File: src/rtl/axis_slave.sv
// ---------------------------------------------------------------------------
// axis_slave
//   Receive side of the user-project AXI-Stream link. Upstream beats are
//   written into a small FIFO. The FIFO head is shown first-word-fall-through
//   to a backend consumer that uses a valid/ready handshake. Each stored
//   entry carries a start-of-frame flag. bk_done pulses once per consumed
//   frame. bk_nordy reports an upstream that a full FIFO has stalled for
//   too long.
//
// Ports
//   axi_aclk, axi_aresetn   clock, synchronous active-low reset
//   axis_t*                 upstream AXI-Stream slave interface
//   bk_valid/bk_ready       backend handshake on the FIFO head
//   bk_data/tstrb/tkeep/    head entry fields, zero when the FIFO is empty
//   user/tlast/sof
//   bk_clear                synchronous flush of FIFO, frame FSM and stall counter
//   bk_done                 pulse one cycle after a tlast entry is consumed
//   bk_nordy                upstream stalled for at least RDY_TIMEOUT cycles
// ---------------------------------------------------------------------------
module axis_slave #(
  parameter int FIFO_DEPTH  = 8,
  parameter int RDY_TIMEOUT = 5
) (
  input  logic        axi_aclk,
  input  logic        axi_aresetn,
  input  logic        axis_tvalid,
  input  logic [31:0] axis_tdata,
  input  logic [3:0]  axis_tstrb,
  input  logic [3:0]  axis_tkeep,
  input  logic [1:0]  axis_tuser,
  input  logic        axis_tlast,
  output logic        axis_tready,
  output logic        bk_valid,
  output logic [31:0] bk_data,
  output logic [3:0]  bk_tstrb,
  output logic [3:0]  bk_tkeep,
  output logic [1:0]  bk_user,
  output logic        bk_tlast,
  output logic        bk_sof,
  input  logic        bk_ready,
  input  logic        bk_clear,
  output logic        bk_done,
  output logic        bk_nordy
);

  localparam int AW = $clog2(FIFO_DEPTH);
  localparam int CW = AW + 1;
  localparam int EW = 44;

  typedef enum logic [0:0] {
    RX_IDLE  = 1'b0,
    RX_FRAME = 1'b1
  } rx_state_t;

  // Entry layout: {sof, tlast, tuser, tkeep, tstrb, tdata}
  logic [EW-1:0] mem_r [FIFO_DEPTH];
  logic [AW-1:0] wr_ptr_r;
  logic [AW-1:0] rd_ptr_r;
  logic [CW-1:0] count_r;
  logic [CW-1:0] count_nxt_s;
  logic [7:0]    stall_r;
  logic [7:0]    stall_nxt_s;
  logic          done_r;
  rx_state_t     state_r;
  rx_state_t     state_nxt_s;

  logic          full_s;
  logic          empty_s;
  logic          tready_s;
  logic          push_s;
  logic          pop_s;
  logic          sof_s;
  logic [EW-1:0] entry_s;
  logic [EW-1:0] head_s;

  assign full_s   = (count_r == CW'(FIFO_DEPTH));
  assign empty_s  = (count_r == {CW{1'b0}});
  // A flush cycle never accepts a beat, so nothing written that cycle can survive it.
  assign tready_s = !full_s && !bk_clear && axi_aresetn;
  assign push_s   = axis_tvalid && tready_s;
  // A pop during a flush is discarded together with the rest of the FIFO.
  assign pop_s    = !empty_s && bk_ready && !bk_clear;

  assign entry_s  = {sof_s, axis_tlast, axis_tuser, axis_tkeep, axis_tstrb, axis_tdata};
  assign head_s   = empty_s ? {EW{1'b0}} : mem_r[rd_ptr_r];

  assign axis_tready = tready_s;
  assign bk_valid    = !empty_s;
  assign bk_sof      = head_s[43];
  assign bk_tlast    = head_s[42];
  assign bk_user     = head_s[41:40];
  assign bk_tkeep    = head_s[39:36];
  assign bk_tstrb    = head_s[35:32];
  assign bk_data     = head_s[31:0];
  assign bk_done     = done_r;
  assign bk_nordy    = (stall_r >= 8'(RDY_TIMEOUT));

  // Frame FSM next state and start-of-frame flag for the beat being written
  always_comb begin
    state_nxt_s = state_r;
    sof_s       = 1'b0;
    case (state_r)
      RX_IDLE: begin
        sof_s = 1'b1;
        if (push_s && !axis_tlast) begin
          state_nxt_s = RX_FRAME;
        end else begin
          state_nxt_s = RX_IDLE;
        end
      end
      RX_FRAME: begin
        sof_s = 1'b0;
        if (push_s && axis_tlast) begin
          state_nxt_s = RX_IDLE;
        end else begin
          state_nxt_s = RX_FRAME;
        end
      end
      default: begin
        sof_s       = 1'b1;
        state_nxt_s = RX_IDLE;
      end
    endcase
  end

  // Occupancy and stall-counter next values
  always_comb begin
    count_nxt_s = count_r;
    stall_nxt_s = stall_r;
    case ({push_s, pop_s})
      2'b10:   count_nxt_s = count_r + CW'(1);
      2'b01:   count_nxt_s = count_r - CW'(1);
      default: count_nxt_s = count_r;
    endcase
    if (axis_tvalid && !tready_s) begin
      stall_nxt_s = (stall_r == 8'd255) ? stall_r : stall_r + 8'd1;
    end else begin
      stall_nxt_s = 8'd0;
    end
  end

  // Control state: pointers, occupancy, frame FSM, stall counter, done pulse
  always_ff @(posedge axi_aclk) begin
    if (!axi_aresetn) begin
      wr_ptr_r <= {AW{1'b0}};
      rd_ptr_r <= {AW{1'b0}};
      count_r  <= {CW{1'b0}};
      stall_r  <= 8'd0;
      done_r   <= 1'b0;
      state_r  <= RX_IDLE;
    end else if (bk_clear) begin
      wr_ptr_r <= {AW{1'b0}};
      rd_ptr_r <= {AW{1'b0}};
      count_r  <= {CW{1'b0}};
      stall_r  <= 8'd0;
      done_r   <= 1'b0;
      state_r  <= RX_IDLE;
    end else begin
      // Depth is a power of two, so the pointers wrap naturally.
      if (push_s) begin
        wr_ptr_r <= wr_ptr_r + AW'(1);
      end
      if (pop_s) begin
        rd_ptr_r <= rd_ptr_r + AW'(1);
      end
      count_r <= count_nxt_s;
      stall_r <= stall_nxt_s;
      done_r  <= pop_s && head_s[42];
      state_r <= state_nxt_s;
    end
  end

  // FIFO storage; contents are don't-care until written, so no reset is needed
  always_ff @(posedge axi_aclk) begin
    if (push_s) begin
      mem_r[wr_ptr_r] <= entry_s;
    end
  end

endmodule

File: config.mk
export PLATFORM = sky130hd
export DESIGN_NAME = axis_slave
export DESIGN_NICKNAME = d
export VERILOG_FILES = /design/src/rtl/axis_slave.sv
export SDC_FILE = /design/constraint.sdc
export NUM_CORES = 1
export LEC_CHECK = 0
export BUFFER_PORTS_ARGS = -buffer_cell sky130_fd_sc_hd__buf_2
export CAP_MARGIN = 20
export CORE_AREA = 5 5 191 147
export DETAILED_ROUTE_END_ITERATION = 7
export DIE_AREA = 0 0 196 152
export HOLD_SLACK_MARGIN = 0.06
export PLACE_DENSITY_LB_ADDON = 0.12
export RECOVER_POWER = 25
export REMOVE_ABC_BUFFERS = 1
export SLEW_MARGIN = 20
export SYNTH_ARGS = -nofsm -noshare
export SYNTH_HDL_FRONTEND = slang
export SYNTH_SLANG_ARGS = --single-unit
File: constraint.sdc
create_clock -name axi_aclk -period 8 [get_ports axi_aclk]
set_input_delay 0.8 -clock axi_aclk [delete_from_list [all_inputs] [get_ports axi_aclk]]
set_output_delay 0.8 -clock axi_aclk [all_outputs]
set_load 0.1 [all_outputs]
==> impl_metrics.py, run 1 <==
metrics = {
    "setup_path": {
        "crit_buf_inv": 2,
        "cpPeakStageDelay_ns": 0.67,
        "r2r-start": "count_r[1]",
        "worstSetupEndpointType": "output pin",
        "crit_end": "bk_tlast",
        "crit_path_top_delay_cell": "buf_4",
        "cp.required_ns": 7.20,
        "r2r_slack_ns": 4.77,
        "r2r_end": "mem_r[4][33]",
        "cp_max_fo": 35,
        "path_delay_family": "buffers and inverters",
        "reg2regPathDepth": 5,
        "cp_cell_sequence": "buf_4 > mux4_2 > mux2i_1 > nor2_1 > buf_2",
        "critPathKind": "reg -> out",
        "crit_arrival_ns": 3.05,
        "path_depth": 5,
        "start_kind": "flop",
    },
    "clocking": {
        "clock_sinks": 375,
        "clkSlewWorstSetupHoldPaths_ns": 0.06,
        "cts-root-buf": "clkbuf_16",
        "clock_latency_ns": 0.50,
        "post-cts-setup-buffers": 0,
        "cts_tree": "done",
        "ctsResizeCount": 0,
        "numCtsBuffers": 37,
        "htreeDepth": 2,
        "clock_path_buffers": 3,
        "cts-hold-fix-buffers": 0,
    },
    "timing": {
        "tightest_slew_ns": 1.099,
        "setup_viol": 0,
        "rsz0062_at_grt": "no",
        "slew_viol_final": 0,
        "max_freq_ghz": 0.2600,
        "hold_viol": 0,
        "fin_setup_tns_ns": 0,
        "finalCriticalPeriod_ns": 3.846,
        "slew_headroom_pct": 26.74,
        "clock_skew_ns": 0.009069,
        "period_share_pct": 48.08,
        "worst_slack_ns": 4.154,
    },
    "routing": {
        "remaining_drc_errors": 0,
        "wl_met2_microns": 14270,
        "first_pass_iters": 5,
        "wl_met3_microns": 1635,
        "routedLengthMet1_microns": 11240,
        "drt_iter0_drc": 658,
        "via_count": 6932,
        "vias_per_cell": 5.860,
        "topRoutingLayerUsed": "met5",
        "post_drt_wl_per_cell_microns": 23.37,
        "ant_nets": 0,
        "drt_wl_total_microns": 27640,
    },
    "logic_synthesis": {
        "yosysSeqAreaShare_pct": 75.95,
        "synthArstFlopShare_pct": 0,
        "yosys_warnings": 0,
        "netlist_instances": 698,
        "syn_area_sq_um": 14520,
        "ys_seq_elements": 375,
        "ys_types": 40,
        "ys.flop_type": "edfxtp_1",
        "synth_edf_count": 352,
        "syn_area_per_cell_sq_um": 20.81,
    },
    "placed_design": {
        "hpwl_microns": 15410,
        "place.gp.congestion": 0.7359,
        "dp_slack_ns": 4.175,
        "placed_cells": 1125,
        "portBuffers": 95,
    },
    "power": {
        "powerDensity_nw_per_um2": 234.3,
        "p_leak_nw": 5.206,
        "switching_share_pct": 18.99,
        "clkPwrFrac_pct": 41.8,
        "combPwrFrac_pct": 2.6,
        "switchingPower_uw": 736.2,
        "power_frac_seq_pct": 55.6,
        "peakVddDrop_uv": 177.9,
        "internal_power_mw": 3.141,
    },
    "worst_hold_path": {
        "min_from": "rd_ptr_r[1]",
        "hold_path.class": "reg -> reg",
    },
    "grt": {
        "grt_pass1_vias": 7429,
        "grt_max_degree": 76,
        "grt_first_pass_wirelength_microns": 42920,
        "grt_remaining_overflow": 0,
        "antenna_found_initial": 2,
        "grt_use_total_pct": 18.76,
    },
    "die": {
        "die_h_microns": 152,
        "start_util_pct": 55.25,
        "core-area_sq_um": 26290,
        "dieWidth_microns": 196,
        "pin_count": 96,
        "fp.dieArea_sq_um": 29790,
        "num_rows": 52,
    },
    "final_layout": {
        "fillers": 1832,
        "register_area_sq_um": 11040,
        "antennaDiodeCount": 0,
        "multiInputGateArea_sq_um": 3329,
        "layout_common_cells": "352 x edfxtp_1, 88 x mux4_2, 64 x buf_2",
        "fin_cells": 1183,
        "final_common_cell": "edfxtp_1",
        "drive_gt1_share_pct": 27.64,
        "syn_to_final_growth_pct": 13.93,
        "nets": 869,
    },
    "run_status": {
        "status": "finished clean",
    },
    "flow_run": {
        "drv_cap": 0,
    },
}
[power by group through the flow]
stage               clock network [mW]  logic (mW)  registers, mW
finish                            1.62       0.101           2.15
global route                      1.75       0.109           2.15
CTS                               1.67       0.104           2.15
detailed placement                   0       0.104           2.20
global placement                     0      0.0988           2.20
floorplan                            0      0.0577           2.20
[synth_stat cells (2+ instances only)]
| cell type | instances | area (sq um) |
|---|---|---|
| xnor2_1 | 5 | 43.79 |
| edfxtp_1 | 352 | 10570 |
| clkbuf_1 | 16 | 60.06 |
| and3_1 | 3 | 18.77 |
| nand2_1 | 10 | 37.54 |
| mux4_2 | 88 | 1982 |
| nand4_1 | 3 | 18.77 |
| buf_6 | 5 | 56.30 |
| a21oi_1 | 6 | 30.03 |
| xor2_1 | 4 | 35.03 |
| a211oi_1 | 2 | 15.01 |
| nor2_1 | 63 | 236.5 |
| mux2i_1 | 47 | 470.5 |
| nor4b_1 | 2 | 17.52 |
| nor3_1 | 7 | 35.03 |
| nor3b_1 | 2 | 15.01 |
| nand2b_1 | 3 | 18.77 |
| dfxtp_1 | 23 | 460.4 |
| buf_1 | 2 | 7.510 |
| or3_1 | 2 | 12.51 |
| nor2b_1 | 2 | 12.51 |
| nand3_1 | 7 | 35.03 |
| ha_1 | 8 | 100.1 |
| o21ai_0 | 4 | 20.02 |
| buf_2 | 12 | 60.06 |
| inv_1 | 6 | 22.52 |
[through the flow]
step                area, sq um  hold WS (ns)  util, %  total power [mW]
global route              16550        0.4943    62.95             4.016
CTS                       16580        0.4806    63.10             3.923
floorplan                 14330        0.4541        -             2.256
global placement          15430        0.4656    58.72             2.294
finish                    16550        0.4753    62.95             3.877
detailed placement        15460        0.4722    58.83             2.299
[cells by family (layout without fill, tap and decap cells)]
family / after synthesis / count (layout) / share of synthesized area [%]
XOR/XNOR: 9 / 9 / 0.5427
multiplexers: 135 / 135 / 16.89
AO/OA/AOI/OAI: 18 / 18 / 0.8616
AND/OR/NAND/NOR: 110 / 110 / 3.550
flip-flops: 375 / 375 / 75.95
adder cells (fa/ha/maj): 8 / 8 / 0.6893
buffers and inverters: 43 / 177 / 1.516
[per-layer routing]
layer | global-route usage (%) | vias up
li1 | - | 3070
met1 | 25.43 | 3619
met2 | 32.11 | 195
met3 | 3.653 | 44
met4 | 4.287 | 4
met5 | 0 | -
[sequential cells by signal, summed over array words and instances (netlist names), named ones only]
| signal | count |
|---|---|
| bk_done | 1 |
| count_r | 4 |
| rd_ptr_r | 3 |
| stall_r | 8 |
| wr_ptr_r | 3 |
| mem_r | 352 |
[worst register-to-register path: stages, from the launching register on]
cell and delay (ns):
dfxtp_1 0.57, or4b_1 0.18, and3_1 0.37, nand2_1 0.29
nor3_2 0.75, buf_4 0.69
[cell type report]
| cell class | count | area share [%] |
|---|---|---|
| clock buffer | 40 | 5.664 |
| inverter | 7 | 0.1739 |
| timing repair buffer | 112 | 3.531 |
| multi-input combinational | 280 | 20.12 |
| sequential | 375 | 66.73 |
| clock inverter | 18 | 1.119 |
| tap | 351 | 2.654 |
[worst min-delay path by stage]
stage	to	slack, ns	depth (start not counted)
6_report	flop	0.48	2
3_5_place_dp	flop	0.47	2
4_1_cts	flop	0.48	2
3_3_place_gp	flop	0.47	2
2_1_floorplan	flop	0.45	2
5_1_grt	flop	0.49	2
Power figures use the tool's default switching activity.
==> run 2: changes to the inputs <==
==> constraint.sdc (replaced) <==
create_clock -name axi_aclk -period 4 [get_ports axi_aclk]
set_input_delay 0.4 -clock axi_aclk [delete_from_list [all_inputs] [get_ports axi_aclk]]
set_output_delay 0.4 -clock axi_aclk [all_outputs]
set_load 0.1 [all_outputs]
==> impl_metrics.py, run 2 (synthesized netlist as in run 1, its figures left out) <==
metrics = {
    "clocking": {
        "numCtsBuffers": 37,
        "clock_sinks": 375,
        "cts-root-buf": "clkbuf_16",
        "cts_tree": "done",
        "post-cts-setup-buffers": 0,
        "cts-hold-fix-buffers": 0,
        "clock_path_buffers": 3,
        "clkSlewWorstSetupHoldPaths_ns": 0.06,
        "ctsResizeCount": 0,
        "clock_latency_ns": 0.51,
        "htreeDepth": 2,
    },
    "die": {
        "pin_count": 96,
        "core-area_sq_um": 26290,
        "die_h_microns": 152,
        "dieWidth_microns": 196,
        "fp.dieArea_sq_um": 29790,
        "num_rows": 52,
        "start_util_pct": 55.25,
    },
    "power": {
        "p_total_mw": 7.869,
        "peakVddDrop_uv": 382.8,
        "powerDensity_nw_per_um2": 473.7,
        "p_leak_nw": 5.240,
    },
    "final_layout": {
        "regMostFlops": "mem_r",
        "drive_gt1_share_pct": 27.61,
        "syn_to_final_growth_pct": 14.40,
        "fin_cells": 1195,
        "largest_reg_flops": 352,
        "fillers": 1842,
        "final_cell_area_sq_um": 16610,
        "multiInputGateArea_sq_um": 3329,
        "nets": 872,
        "final_common_cell": "edfxtp_1",
        "layout_common_cells": "352 x edfxtp_1, 88 x mux4_2, 62 x buf_2",
        "top_regs": "mem_r x352, stall_r x8, count_r x4",
        "post-route-util_pct": 63.20,
        "register_area_sq_um": 11040,
        "antennaDiodeCount": 0,
    },
    "setup_path": {
        "crit_arrival_ns": 2.82,
        "critPathKind": "reg -> out",
        "worstSetupEndpointType": "output pin",
        "cp_max_fo": 55,
        "cp.required_ns": 3.60,
        "start_kind": "flop",
    },
    "flow_run": {
        "drv_cap": 0,
    },
    "timing": {
        "period_share_pct": 80.49,
        "setup_viol": 0,
        "clock_skew_ns": 0.009225,
        "slew_viol_final": 0,
        "finalCriticalPeriod_ns": 3.220,
        "fin_setup_tns_ns": 0,
        "hold_viol": 0,
        "max_freq_ghz": 0.3106,
        "slew_headroom_pct": 34.93,
        "tightest_slew_ns": 0.9761,
        "rsz0062_at_grt": "no",
    },
    "grt": {
        "antenna_found_initial": 2,
        "grt_first_pass_wirelength_microns": 44600,
        "grt_use_total_pct": 19.32,
        "grt_pass1_vias": 7551,
        "grt_remaining_overflow": 0,
        "grt_max_degree": 56,
    },
    "routing": {
        "first_pass_iters": 5,
        "ant_nets": 0,
        "post_drt_wl_per_cell_microns": 23.86,
        "vias_per_cell": 5.892,
        "drt_wl_total_microns": 28510,
        "via_count": 7041,
        "drt_iter0_drc": 418,
        "remaining_drc_errors": 0,
    },
    "worst_hold_path": {
        "hold_path.class": "in -> reg",
    },
    "run_status": {
        "status": "finished clean",
    },
    "placed_design": {
        "placed_area_sq_um": 15480,
        "portBuffers": 95,
        "placed_cells": 1128,
        "place.gp.congestion": 0.7021,
        "hpwl_microns": 16100,
    },
}
## run 2: changes by cell type in the layout (fill, tap and decap cells not counted), sizes merged
cell	delta
clkinv	+4
inv	+1
clkbuf	+7
bufinv	-1
buf	+1
## run 2: power breakdown
part / internal, mW / switching (mW)
sequential: 4.30 / 0.00607
clock: 1.97 / 1.39
combinational: 0.0488 / 0.158
## run 2: path summary, 6_finish.rpt
| check | startpoint | endpoint | slack [ns] | depth (start not counted) |
|---|---|---|---|---|
| max | flop | bk_data[3] | 0.78 | 5 |
| min reg2reg | rd_ptr_r[1] | flop | 0.48 | 2 |
| max reg2reg | count_r[1] | count_r[3] | 1.16 | 8 |
| min | axis_tstrb[1] | mem_r[1][33] | 0.19 | 1 |
## run 2: per-stage QoR
stage | hold WS [ns] | setup slack, ns
after floorplan | 0.4541 | -2.055
after global placement | 0.4518 | 1.268
after detailed placement | 0.4677 | 1.185
after CTS | 0.1387 | 0.7157
after global routing | 0.1871 | 0.6211
final | 0.1894 | 0.7805
## run 2: metal layers
layer  track usage (%)  vias up  share of wire (%)
met5                 0        -               0.12
met4             4.287        4                1.7
met3             3.830       42                5.5
met2             30.32      190                 48
met1             28.81     3718                 44
li1                  -     3087                  -
## run 2: area by class of cell
class	count	area share, %
clock buffers	45	6.010
flip-flops and latches	375	66.46
inverters	7	0.1732
repair buffers	115	3.592
clock inverters	22	1.077
multi-input cells	280	20.04
well taps	351	2.643
## run 2: worst max-delay path, stage by stage (launching register included)
cell and delay, ns:
dfxtp_4 0.90, buf_4 0.37, mux4_2 0.23, mux2i_1 0.08, nor2_1 0.23, buf_2 0.47
==> run 3: changes to the inputs <==
--- a/config.mk
+++ b/config.mk
@@ -5,11 +5,12 @@
 export SDC_FILE = /design/constraint.sdc
 export NUM_CORES = 1
 export LEC_CHECK = 0
+export ABC_AREA = 1
 export BUFFER_PORTS_ARGS = -buffer_cell sky130_fd_sc_hd__buf_2
 export CAP_MARGIN = 20
-export CORE_AREA = 5 5 191 147
+export CORE_AREA = 5 5 199 153
 export DETAILED_ROUTE_END_ITERATION = 7
-export DIE_AREA = 0 0 196 152
+export DIE_AREA = 0 0 204 158
 export HOLD_SLACK_MARGIN = 0.06
 export PLACE_DENSITY_LB_ADDON = 0.12
 export RECOVER_POWER = 25
==> constraint.sdc (replaced) <==
create_clock -name axi_aclk -period 2.9 [get_ports axi_aclk]
set_input_delay 0.29 -clock axi_aclk [delete_from_list [all_inputs] [get_ports axi_aclk]]
set_output_delay 0.29 -clock axi_aclk [all_outputs]
set_load 0.1 [all_outputs]
==> impl_metrics.py, run 3 <==
metrics = {
    "run_status": {
        "status": "finished clean",
    },
    "timing": {
        "setup_viol": 0,
        "clock_skew_ns": 0.01498,
        "max_freq_ghz": 0.3717,
        "slew_headroom_pct": 44.52,
        "rsz0062_at_grt": "no",
        "hold_viol": 0,
        "slew_viol_final": 0,
        "finalCriticalPeriod_ns": 2.690,
        "period_share_pct": 92.77,
        "tightest_slew_ns": 0.8322,
    },
    "routing": {
        "via_count": 9513,
        "vias_per_cell": 5.402,
        "remaining_drc_errors": 0,
        "drt_wl_total_microns": 32270,
        "post_drt_wl_per_cell_microns": 18.32,
        "first_pass_iters": 4,
        "ant_nets": 0,
        "drt_iter0_drc": 643,
    },
    "final_layout": {
        "post-route-util_pct": 63.86,
        "regMostFlops": "mem_r",
        "top_regs": "mem_r x352, stall_r x8, count_r x4",
        "nets": 1398,
        "antennaDiodeCount": 0,
        "fin_cells": 1761,
        "final_cell_area_sq_um": 18160,
        "syn_to_final_growth_pct": 21.37,
        "layout_common_cells": "352 x edfxtp_1, 329 x nor2_1, 184 x o21ai_0",
        "final_common_cell": "edfxtp_1",
        "drive_gt1_share_pct": 11.54,
        "largest_reg_flops": 352,
    },
    "flow_run": {
        "drv_cap": 0,
    },
    "power": {
        "p_total_mw": 11.29,
        "clkPwrFrac_pct": 39.7,
        "power_frac_seq_pct": 52.7,
        "switching_share_pct": 22.09,
        "peakVddDrop_uv": 568.4,
        "p_leak_nw": 6.165,
        "internal_power_mw": 8.794,
        "combPwrFrac_pct": 7.6,
        "switchingPower_mw": 2.493,
        "powerDensity_nw_per_um2": 621.3,
    },
    "grt": {
        "grt_max_degree": 103,
        "grt_use_total_pct": 20.10,
        "antenna_found_initial": 0,
        "grt_remaining_overflow": 0,
        "grt_first_pass_wirelength_microns": 51080,
        "grt_pass1_vias": 9320,
    },
    "logic_synthesis": {
        "post-synth-top-area-cell": "edfxtp_1",
        "synth_edf_count": 352,
        "ys_top_cells_by_area": "edfxtp_1 71%, nor2_1 8.3%, o21ai_0 6.2%",
        "ys_seq_elements": 375,
        "syn_area_per_cell_sq_um": 12.36,
        "netlist_instances": 1211,
        "yosys.area.top_type_share_pct": 70.62,
        "synthArstFlopShare_pct": 0,
        "yosys_warnings": 0,
        "syn_area_sq_um": 14970,
        "yosysSeqAreaShare_pct": 73.70,
        "ys.flop_type": "edfxtp_1",
        "synth_common_cells": "352 x edfxtp_1, 329 x nor2_1, 184 x o21ai_0, 74 x nand2_1",
        "ys_types": 26,
        "synth_most_common_cell": "edfxtp_1",
    },
    "clocking": {
        "clock_sinks": 375,
        "clkSlewWorstSetupHoldPaths_ns": 0.06,
        "cts-root-buf": "clkbuf_16",
        "clock_latency_ns": 0.52,
        "clock_path_buffers": 3,
        "numCtsBuffers": 37,
        "cts_tree": "done",
        "htreeDepth": 2,
    },
    "die": {
        "start_util_pct": 52.62,
        "num_rows": 54,
        "fp.dieArea_sq_um": 32230,
        "die_h_microns": 158,
        "pin_count": 96,
        "core-area_sq_um": 28440,
        "dieWidth_microns": 204,
    },
    "setup_path": {
        "r2r-start": "count_r[0]",
        "r2r_end": "count_r[2]",
        "cpPeakStageDelay_ns": 0.44,
        "cp.required_ns": 2.61,
        "worstSetupEndpointType": "output pin",
        "cp_cell_sequence": "inv_4 > buf_12 > nor2_1 > o211ai_1 > nand2_1 > nor2_1 > buf_12",
        "cp_max_fo": 102,
        "critPathKind": "reg -> out",
        "reg2regPathDepth": 13,
        "crit_path_top_delay_cell": "dfxtp_4",
        "start_kind": "flop",
        "crit_end": "bk_data[20]",
        "r2r_slack_ns": 0.75,
        "crit_arrival_ns": 2.40,
    },
    "placed_design": {
        "placed_cells": 1654,
        "placed_area_sq_um": 16650,
        "hpwl_microns": 16560,
        "place.gp.congestion": 0.7758,
        "portBuffers": 95,
    },
    "worst_hold_path": {
        "hold_path.class": "in -> reg",
    },
}
[run 3: metal layers]
layer  wire length [microns]  GRT usage [%]  vias up  part of all wire [%]
met5                       0              0        -                     0
met4                     485          4.145        0                   1.5
met3                    1570          3.092       44                   4.9
met2                   15430          33.46      218                    48
met1                   14780          28.74     4648                    46
li1                        -              -     4603                     -
[run 3: worst min-delay path by stage]
stage                   to  slack (ns)  depth (start not counted)          start
6_report           bk_done         0.1                          3       bk_ready
5_1_grt            bk_done        0.11                          3       bk_ready
4_1_cts        mem_r[7][9]        0.06                          1  axis_tdata[9]
3_5_place_dp   rd_ptr_r[0]        0.49                          2    rd_ptr_r[0]
3_3_place_gp   rd_ptr_r[0]        0.49                          2    rd_ptr_r[0]
2_1_floorplan  mem_r[0][0]        0.39                          0  axis_tdata[0]
[run 3: kinds of logic (layout without fill, tap and decap cells)]
kind of cell / count (synthesis) / in the layout / synth area share [%]
buffers and inverters: 105 / 263 / 3.528
AOI/OAI and AO/OA: 287 / 287 / 10.68
adders and majority gates: 8 / 8 / 0.6688
xor gates and xnor gates: 7 / 7 / 0.4096
DFF: 375 / 375 / 73.70
and+or+nand+nor: 429 / 429 / 11.02
[run 3: worst max-delay path: cells and delay by family (launching register included)]
| kind | cells | cell delay (ns) |
|---|---|---|
| DFF | 1 | 0.44 |
| and+or+nand+nor | 3 | 0.43 |
| AOI/OAI and AO/OA | 1 | 0.23 |
| buffers and inverters | 3 | 0.66 |
[run 3: cell type report]
cell class	count	area [sq um]
clock inverter	16	110.1
inverter	33	126.4
clock buffer	50	1027
fill	2166	10280
timing repair buffer	164	1916
tap	392	490.5
sequential	375	11040
multi-input combinational	731	3453
[run 3: power by group through the flow]
| stage | clock network [mW] | registers, mW | logic [mW] |
|---|---|---|---|
| 2_1_floorplan | 0 | 6.08 | 0.466 |
| 3_3_place_gp | 0 | 6.07 | 0.816 |
| 3_5_place_dp | 0 | 6.07 | 0.822 |
| 4_1_cts | 4.57 | 5.95 | 0.869 |
| 5_1_grt | 4.81 | 5.95 | 0.916 |
| 6_report | 4.48 | 5.95 | 0.861 |
[run 3: metrics by stage]
stage	hold slack [ns]	setup slack, ns	TNS, ns
after global placement	0.4862	0.6936	0
after detailed placement	0.4918	0.6662	0
final	0.09706	0.2097	0
after floorplan	0.3889	-3.221	-690.51
after global routing	0.1106	0.07466	0
after CTS	0.06382	0.08325	0
[run 3: what timing repair did]
item                                    4_1_cts  5_1_grt
endpoints found under the hold margin       320        0
setup buffers                                 0        1
endpoints found under the setup margin        0       10
resized for setup                             0        1
hold buffers                                 40        0
